==> src/rtl/mem_arbiter_pkg.sv <==
// Shared types for the fetch/memory-stage arbiter onto a single-port memory.
package mem_arbiter_pkg;

    typedef enum logic [1:0] {
        IDLE   = 2'd0,
        BUSY_I = 2'd1,
        BUSY_D = 2'd2,
        RESP   = 2'd3
    } arb_state_t;

    typedef enum logic {
        GNT_I = 1'b0,
        GNT_D = 1'b1
    } arb_gnt_t;

    localparam int STARVE_MAX_DEF = 4;

endpackage

==> src/rtl/mem_arbiter_starve_cnt.sv <==
// Saturating count of D-grants taken while a fetch request waits.
module arb_starve_cnt #(
    parameter int STARVE_MAX = 4
) (
    input  logic clk,
    input  logic reset,
    input  logic i_inc,
    input  logic i_clr,
    output logic o_sat
);
    localparam int CNT_W = (STARVE_MAX < 1) ? 1 : $clog2(STARVE_MAX + 1);

    logic [CNT_W-1:0] r_cnt;

    always_ff @(posedge clk or negedge reset) begin
        if (!reset) begin
            r_cnt <= '0;
        end else if (i_clr) begin
            r_cnt <= '0;
        end else if (i_inc && !o_sat) begin
            r_cnt <= r_cnt + 1'b1;
        end
    end

    assign o_sat = (r_cnt == CNT_W'(STARVE_MAX));

endmodule

==> src/rtl/mem_arbiter.sv <==
// Arbitrates fetch and memory-stage requests onto one single-port memory,
// one transaction at a time, with D priority bounded by a starvation limit.
module mem_arbiter
    import mem_arbiter_pkg::*;
#(
    parameter int PC_W       = 32,
    parameter int DATA_W     = 32,
    parameter int STARVE_MAX = STARVE_MAX_DEF
) (
    input  logic              clk,
    input  logic              reset,
    input  logic              if_req_i,
    input  logic [PC_W-1:0]   if_addr_i,
    input  logic              if_kill_i,
    output logic [DATA_W-1:0] if_rdata_o,
    output logic              if_valid_o,
    output logic              if_stall_o,
    input  logic              dm_req_i,
    input  logic              dm_we_i,
    input  logic [PC_W-1:0]   dm_addr_i,
    input  logic [DATA_W-1:0] dm_wdata_i,
    output logic [DATA_W-1:0] dm_rdata_o,
    output logic              dm_valid_o,
    output logic              dm_stall_o,
    output logic              mem_req_o,
    output logic              mem_we_o,
    output logic [PC_W-1:0]   mem_addr_o,
    output logic [DATA_W-1:0] mem_wdata_o,
    input  logic              mem_ack_i,
    input  logic [DATA_W-1:0] mem_rdata_i
);
    arb_state_t        r_state;
    arb_gnt_t          r_gnt;
    logic              r_kill;
    logic              r_mem_req, r_mem_we;
    logic [PC_W-1:0]   r_mem_addr;
    logic [DATA_W-1:0] r_mem_wdata;
    logic [DATA_W-1:0] r_if_rdata, r_dm_rdata;
    logic              r_if_valid, r_dm_valid;

    logic w_sat, w_gnt_i, w_gnt_d, w_idle, w_starve_inc, w_starve_clr;

    assign w_idle  = (r_state == IDLE);
    assign w_gnt_i = w_idle & if_req_i & (~dm_req_i | w_sat);
    assign w_gnt_d = w_idle & dm_req_i & ~w_gnt_i;

    assign w_starve_inc = w_gnt_d & if_req_i;
    assign w_starve_clr = w_gnt_i | (w_idle & ~if_req_i);

    arb_starve_cnt #(.STARVE_MAX(STARVE_MAX)) u_starve (
        .clk   (clk),
        .reset (reset),
        .i_inc (w_starve_inc),
        .i_clr (w_starve_clr),
        .o_sat (w_sat)
    );

    always_ff @(posedge clk or negedge reset) begin
        if (!reset) begin
            r_state     <= IDLE;
            r_gnt       <= GNT_I;
            r_kill      <= 1'b0;
            r_mem_req   <= 1'b0;
            r_mem_we    <= 1'b0;
            r_mem_addr  <= '0;
            r_mem_wdata <= '0;
            r_if_rdata  <= '0;
            r_dm_rdata  <= '0;
            r_if_valid  <= 1'b0;
            r_dm_valid  <= 1'b0;
        end else begin
            r_if_valid <= 1'b0;
            r_dm_valid <= 1'b0;
            case (r_state)
                IDLE: begin
                    if (w_gnt_i) begin
                        r_state     <= BUSY_I;
                        r_gnt       <= GNT_I;
                        r_mem_req   <= 1'b1;
                        r_mem_we    <= 1'b0;
                        r_mem_addr  <= if_addr_i;
                        r_mem_wdata <= '0;
                    end else if (w_gnt_d) begin
                        r_state     <= BUSY_D;
                        r_gnt       <= GNT_D;
                        r_mem_req   <= 1'b1;
                        r_mem_we    <= dm_we_i;
                        r_mem_addr  <= dm_addr_i;
                        r_mem_wdata <= dm_wdata_i;
                    end
                end
                BUSY_I, BUSY_D: begin
                    if (mem_ack_i) begin
                        r_mem_req <= 1'b0;
                        r_state   <= RESP;
                        if (r_gnt == GNT_D) begin
                            r_dm_rdata <= mem_rdata_i;
                            r_dm_valid <= 1'b1;
                        end else if (!(r_kill || if_kill_i)) begin
                            // a killed fetch still drains the memory but is never delivered
                            r_if_rdata <= mem_rdata_i;
                            r_if_valid <= 1'b1;
                        end
                    end
                end
                RESP:    r_state <= IDLE;
                default: r_state <= IDLE;
            endcase

            if (r_state == RESP) begin
                r_kill <= 1'b0;
            end else if (r_state == BUSY_I && if_kill_i) begin
                r_kill <= 1'b1;
            end
        end
    end

    assign mem_req_o   = r_mem_req;
    assign mem_we_o    = r_mem_we;
    assign mem_addr_o  = r_mem_addr;
    assign mem_wdata_o = r_mem_wdata;
    assign if_rdata_o  = r_if_rdata;
    assign if_valid_o  = r_if_valid;
    assign dm_rdata_o  = r_dm_rdata;
    assign dm_valid_o  = r_dm_valid;

    assign if_stall_o = if_req_i & ~if_valid_o;
    assign dm_stall_o = dm_req_i & ~dm_valid_o;

endmodule

==> config.mk <==
export PLATFORM = sky130hd
export DESIGN_NAME = mem_arbiter
export DESIGN_NICKNAME = d
export VERILOG_FILES = /design/src/rtl/mem_arbiter_pkg.sv /design/src/rtl/mem_arbiter_starve_cnt.sv /design/src/rtl/mem_arbiter.sv
export SDC_FILE = /design/constraint.sdc
export NUM_CORES = 1
export LEC_CHECK = 0
export BUFFER_PORTS_ARGS = -buffer_cell sky130_fd_sc_hd__buf_2
export CORE_MARGIN = 1
export CORE_UTILIZATION = 45
export DETAILED_ROUTE_END_ITERATION = 12
export PLACE_DENSITY_LB_ADDON = 0.3
export SETUP_SLACK_MARGIN = 0.05
export SKIP_LAST_GASP = 1
export SYNTH_ARGS = -nofsm -noshare
export SYNTH_HDL_FRONTEND = slang
export SYNTH_HIERARCHICAL = 1
export SYNTH_SLANG_ARGS = --single-unit
==> constraint.sdc <==
create_clock -name clk -period 4.3 [get_ports clk]
set_clock_uncertainty 0.1 [all_clocks]
set_input_delay 0.86 -clock clk [delete_from_list [all_inputs] [get_ports clk]]
set_output_delay 0.86 -clock clk [all_outputs]
set_load 0.03 [all_outputs]
==> run metrics <==
Fin. Hold Viols=0; number of global-route vias before repair=4696; die width=114 um; Worst IR Drop VDD=roughly 470 uV; Async SR Flop Fraction=100%; Tcrit/Tclk final=between 60% and 70%; syn nets=roughly 590; Metal-1 WL=5840 um; fill count=1015; max frequency=about 350 MHz; CORE AREA=12100 sq um; worst hold slack=0.397 ns; met2 WL=7770 um; fin. max-slew vios=0; Worst EP required=3.34 ns; sequential area share after synthesis=61.5%; DP HPWL=10700 um; P_leak=3.81 nW; nets=849; Post-Syn Instances=448; pin slew with the least headroom to its limit=1.22 ns; RSZ-0062 raised after global routing=false; Synth Register Bits=139; Vias/cell=roughly 5.3; top post-synthesis cells by count=dfrtp_1, mux2_2, a21oi_1; largest net degree at the start of global routing=94; Syn Area/Cell=12.6 sq um; total global routing overflow=0; H-tree Lvls=4; ANT cells=0; Pwr Density=901 nW/um^2; global-route wire length before repair=around 23000 um; Setup Fix Bufs, Post-CTS=0; drt total wl=15300 um; GRT Total Usage=23.7%; fin crit period=2.84 ns; critical setup path kind=in -> out; Num CTS Buffers=17; Synth area leaders=dfrtp_1, mux2_2, a22o_1; Worst-Skew Late Latency=roughly 0.42 ns; hold crit path type=in -> async; cell area after synthesis=~5700 sq um; Most used DFF post-synth=dfrtp_1; die area=13000 sq um; initial antenna violation count=1; GPL Wtd Cong=0.836; # setup viols final=0; status=finished, final reports clean; cell with the most instances after synthesis=dfrtp_1; Top Metal Used=met5; EDFF count, synth=0; Slew HR=18.7%; Reg clk slew, reported paths=roughly 0.050 ns; Sink Count=approximately 140; Iter 0 DRT Violations=334; critical path startpoint category=input pin; layout cells sized above 1=51.6%; WP data arrival=1.88 ns; max cap viols=0; Yosys top cell by area=dfrtp_1; CTS tree=built; Initial Util=46.7%; Setup TNS Final=0 ns; DRT Pass-1 Iters=5; WL met3=between 1000 and 1500 um; DRC=0; Synth cell types=35; Crit. End Element=output pin; I/O pin count=269; hold_buf cts=0; port bufs=268; area grow syn2layout=36.3%; FP Rows=40; top-area cell type share of the netlist area=61.5%; Root Driver=clkbuf_16; Die Height=around 110 um; average wire per standard cell=~17 um; clk buf depth=2; ANT nets after route=0; Resized Gates After CTS=0; CP max FO=41; routed via count=4726; Ys Warns=6
## metrics by stage
| stage | instance area, sq um | worst slack, ns | total power (W) | util [%] | instances |
|---|---|---|---|---|---|
| after detailed placement | 7120 | 1.26 | 0.00550 | 58.8 | 857 |
| after global routing | 7710 | 1.43 | 0.00730 | 63.7 | 889 |
| final | 7710 | 1.46 | 0.00695 | 63.7 | 889 |
| after CTS | 7710 | 1.49 | 0.00700 | 63.7 | 889 |
| after global placement | 7120 | 1.36 | 0.00539 | 58.8 | 857 |
| after floorplan | 5660 | 1.56 | 0.00452 | - | 448 |
## final timing paths
check	start	endpoint	cells after the start	slack (ns)
worst min-delay path	reset	dm_rdata_o[22]$_DFFE_PN0P_	1	0.40
worst min register to register	mem_wdata_o[13]$_DFFE_PN0P_	mem_wdata_o[13]$_DFFE_PN0P_	1	0.40
min in group clk	mem_wdata_o[13]$_DFFE_PN0P_	mem_wdata_o[13]$_DFFE_PN0P_	1	0.40
worst max register to register	u_starve/r_cnt[0]$_DFFE_PN0P_	mem_addr_o[4]$_DFFE_PN0P_	6	1.81
worst max-delay path	if_req_i	if_stall_o	3	1.46
max in group asynchronous	reset	mem_addr_o[13]$_DFFE_PN0P_	2	2.79
## placed cells by master (no fill, tap or decap), drive strengths merged, types with 6 or more instances in the layout
| master | count |
|---|---|
| clkbuf | 21 |
| nor2 | 35 |
| buf | 274 |
| dfrtp | 139 |
| a31oi | 32 |
| a22o | 33 |
| mux2 | 65 |
| ha | 6 |
| o21ai | 36 |
| a21oi | 37 |
| inv | 6 |
## registers in the layout (all words and copies together) (netlist names)
signal,flops
r_gnt,1
r_state,2
mem_wdata_o,32
dm_valid_o,1
mem_we_o,1
mem_req_o,1
u_starve/r_cnt,3
mem_addr_o,32
dm_rdata_o,32
if_valid_o,1
r_kill,1
if_rdata_o,32
## kinds of logic after synthesis
kind of cell    after synthesis  share of synthesized area [%]
simple gates                 54                           4.66
mux                          66                           13.2
compound gates              144                           16.1
fa+ha+maj                     6                           1.33
flops                       139                           61.5
buf+inv                      39                           3.32
## metal layers
| metal | vias to the layer above | GRT usage (%) |
|---|---|---|
| met5 | - | 0 |
| met4 | 2 | 11.3 |
| met3 | 38 | 7.78 |
| met2 | 222 | 40.5 |
| met1 | 2316 | 26.6 |
| li1 | 2148 | - |
## worst max-delay path, cell delays in order
cell     delay [ns]
buf_2          0.61
nor2b_1        0.20
buf_2          0.20
## area by class of cell
cell class | instances | area, sq um | share of cell area, %
clock inverters | 11 | 145 | 1.88
clock buffers | 21 | 450 | 5.84
flip-flops and latches | 139 | 3480 | 45.1
multi-input cells | 270 | 2010 | 26.1
inverters | 6 | 22.5 | 0.292
well taps | 168 | 210 | 2.73
repair buffers | 274 | 1390 | 18.1
## power by group
group | internal [W] | switching [W]
sequential | 0.00193 | 0.000337
combinational | 0.00110 | 0.00211
clock | 0.000925 | 0.000542
(Power assumes the default switching activity.)
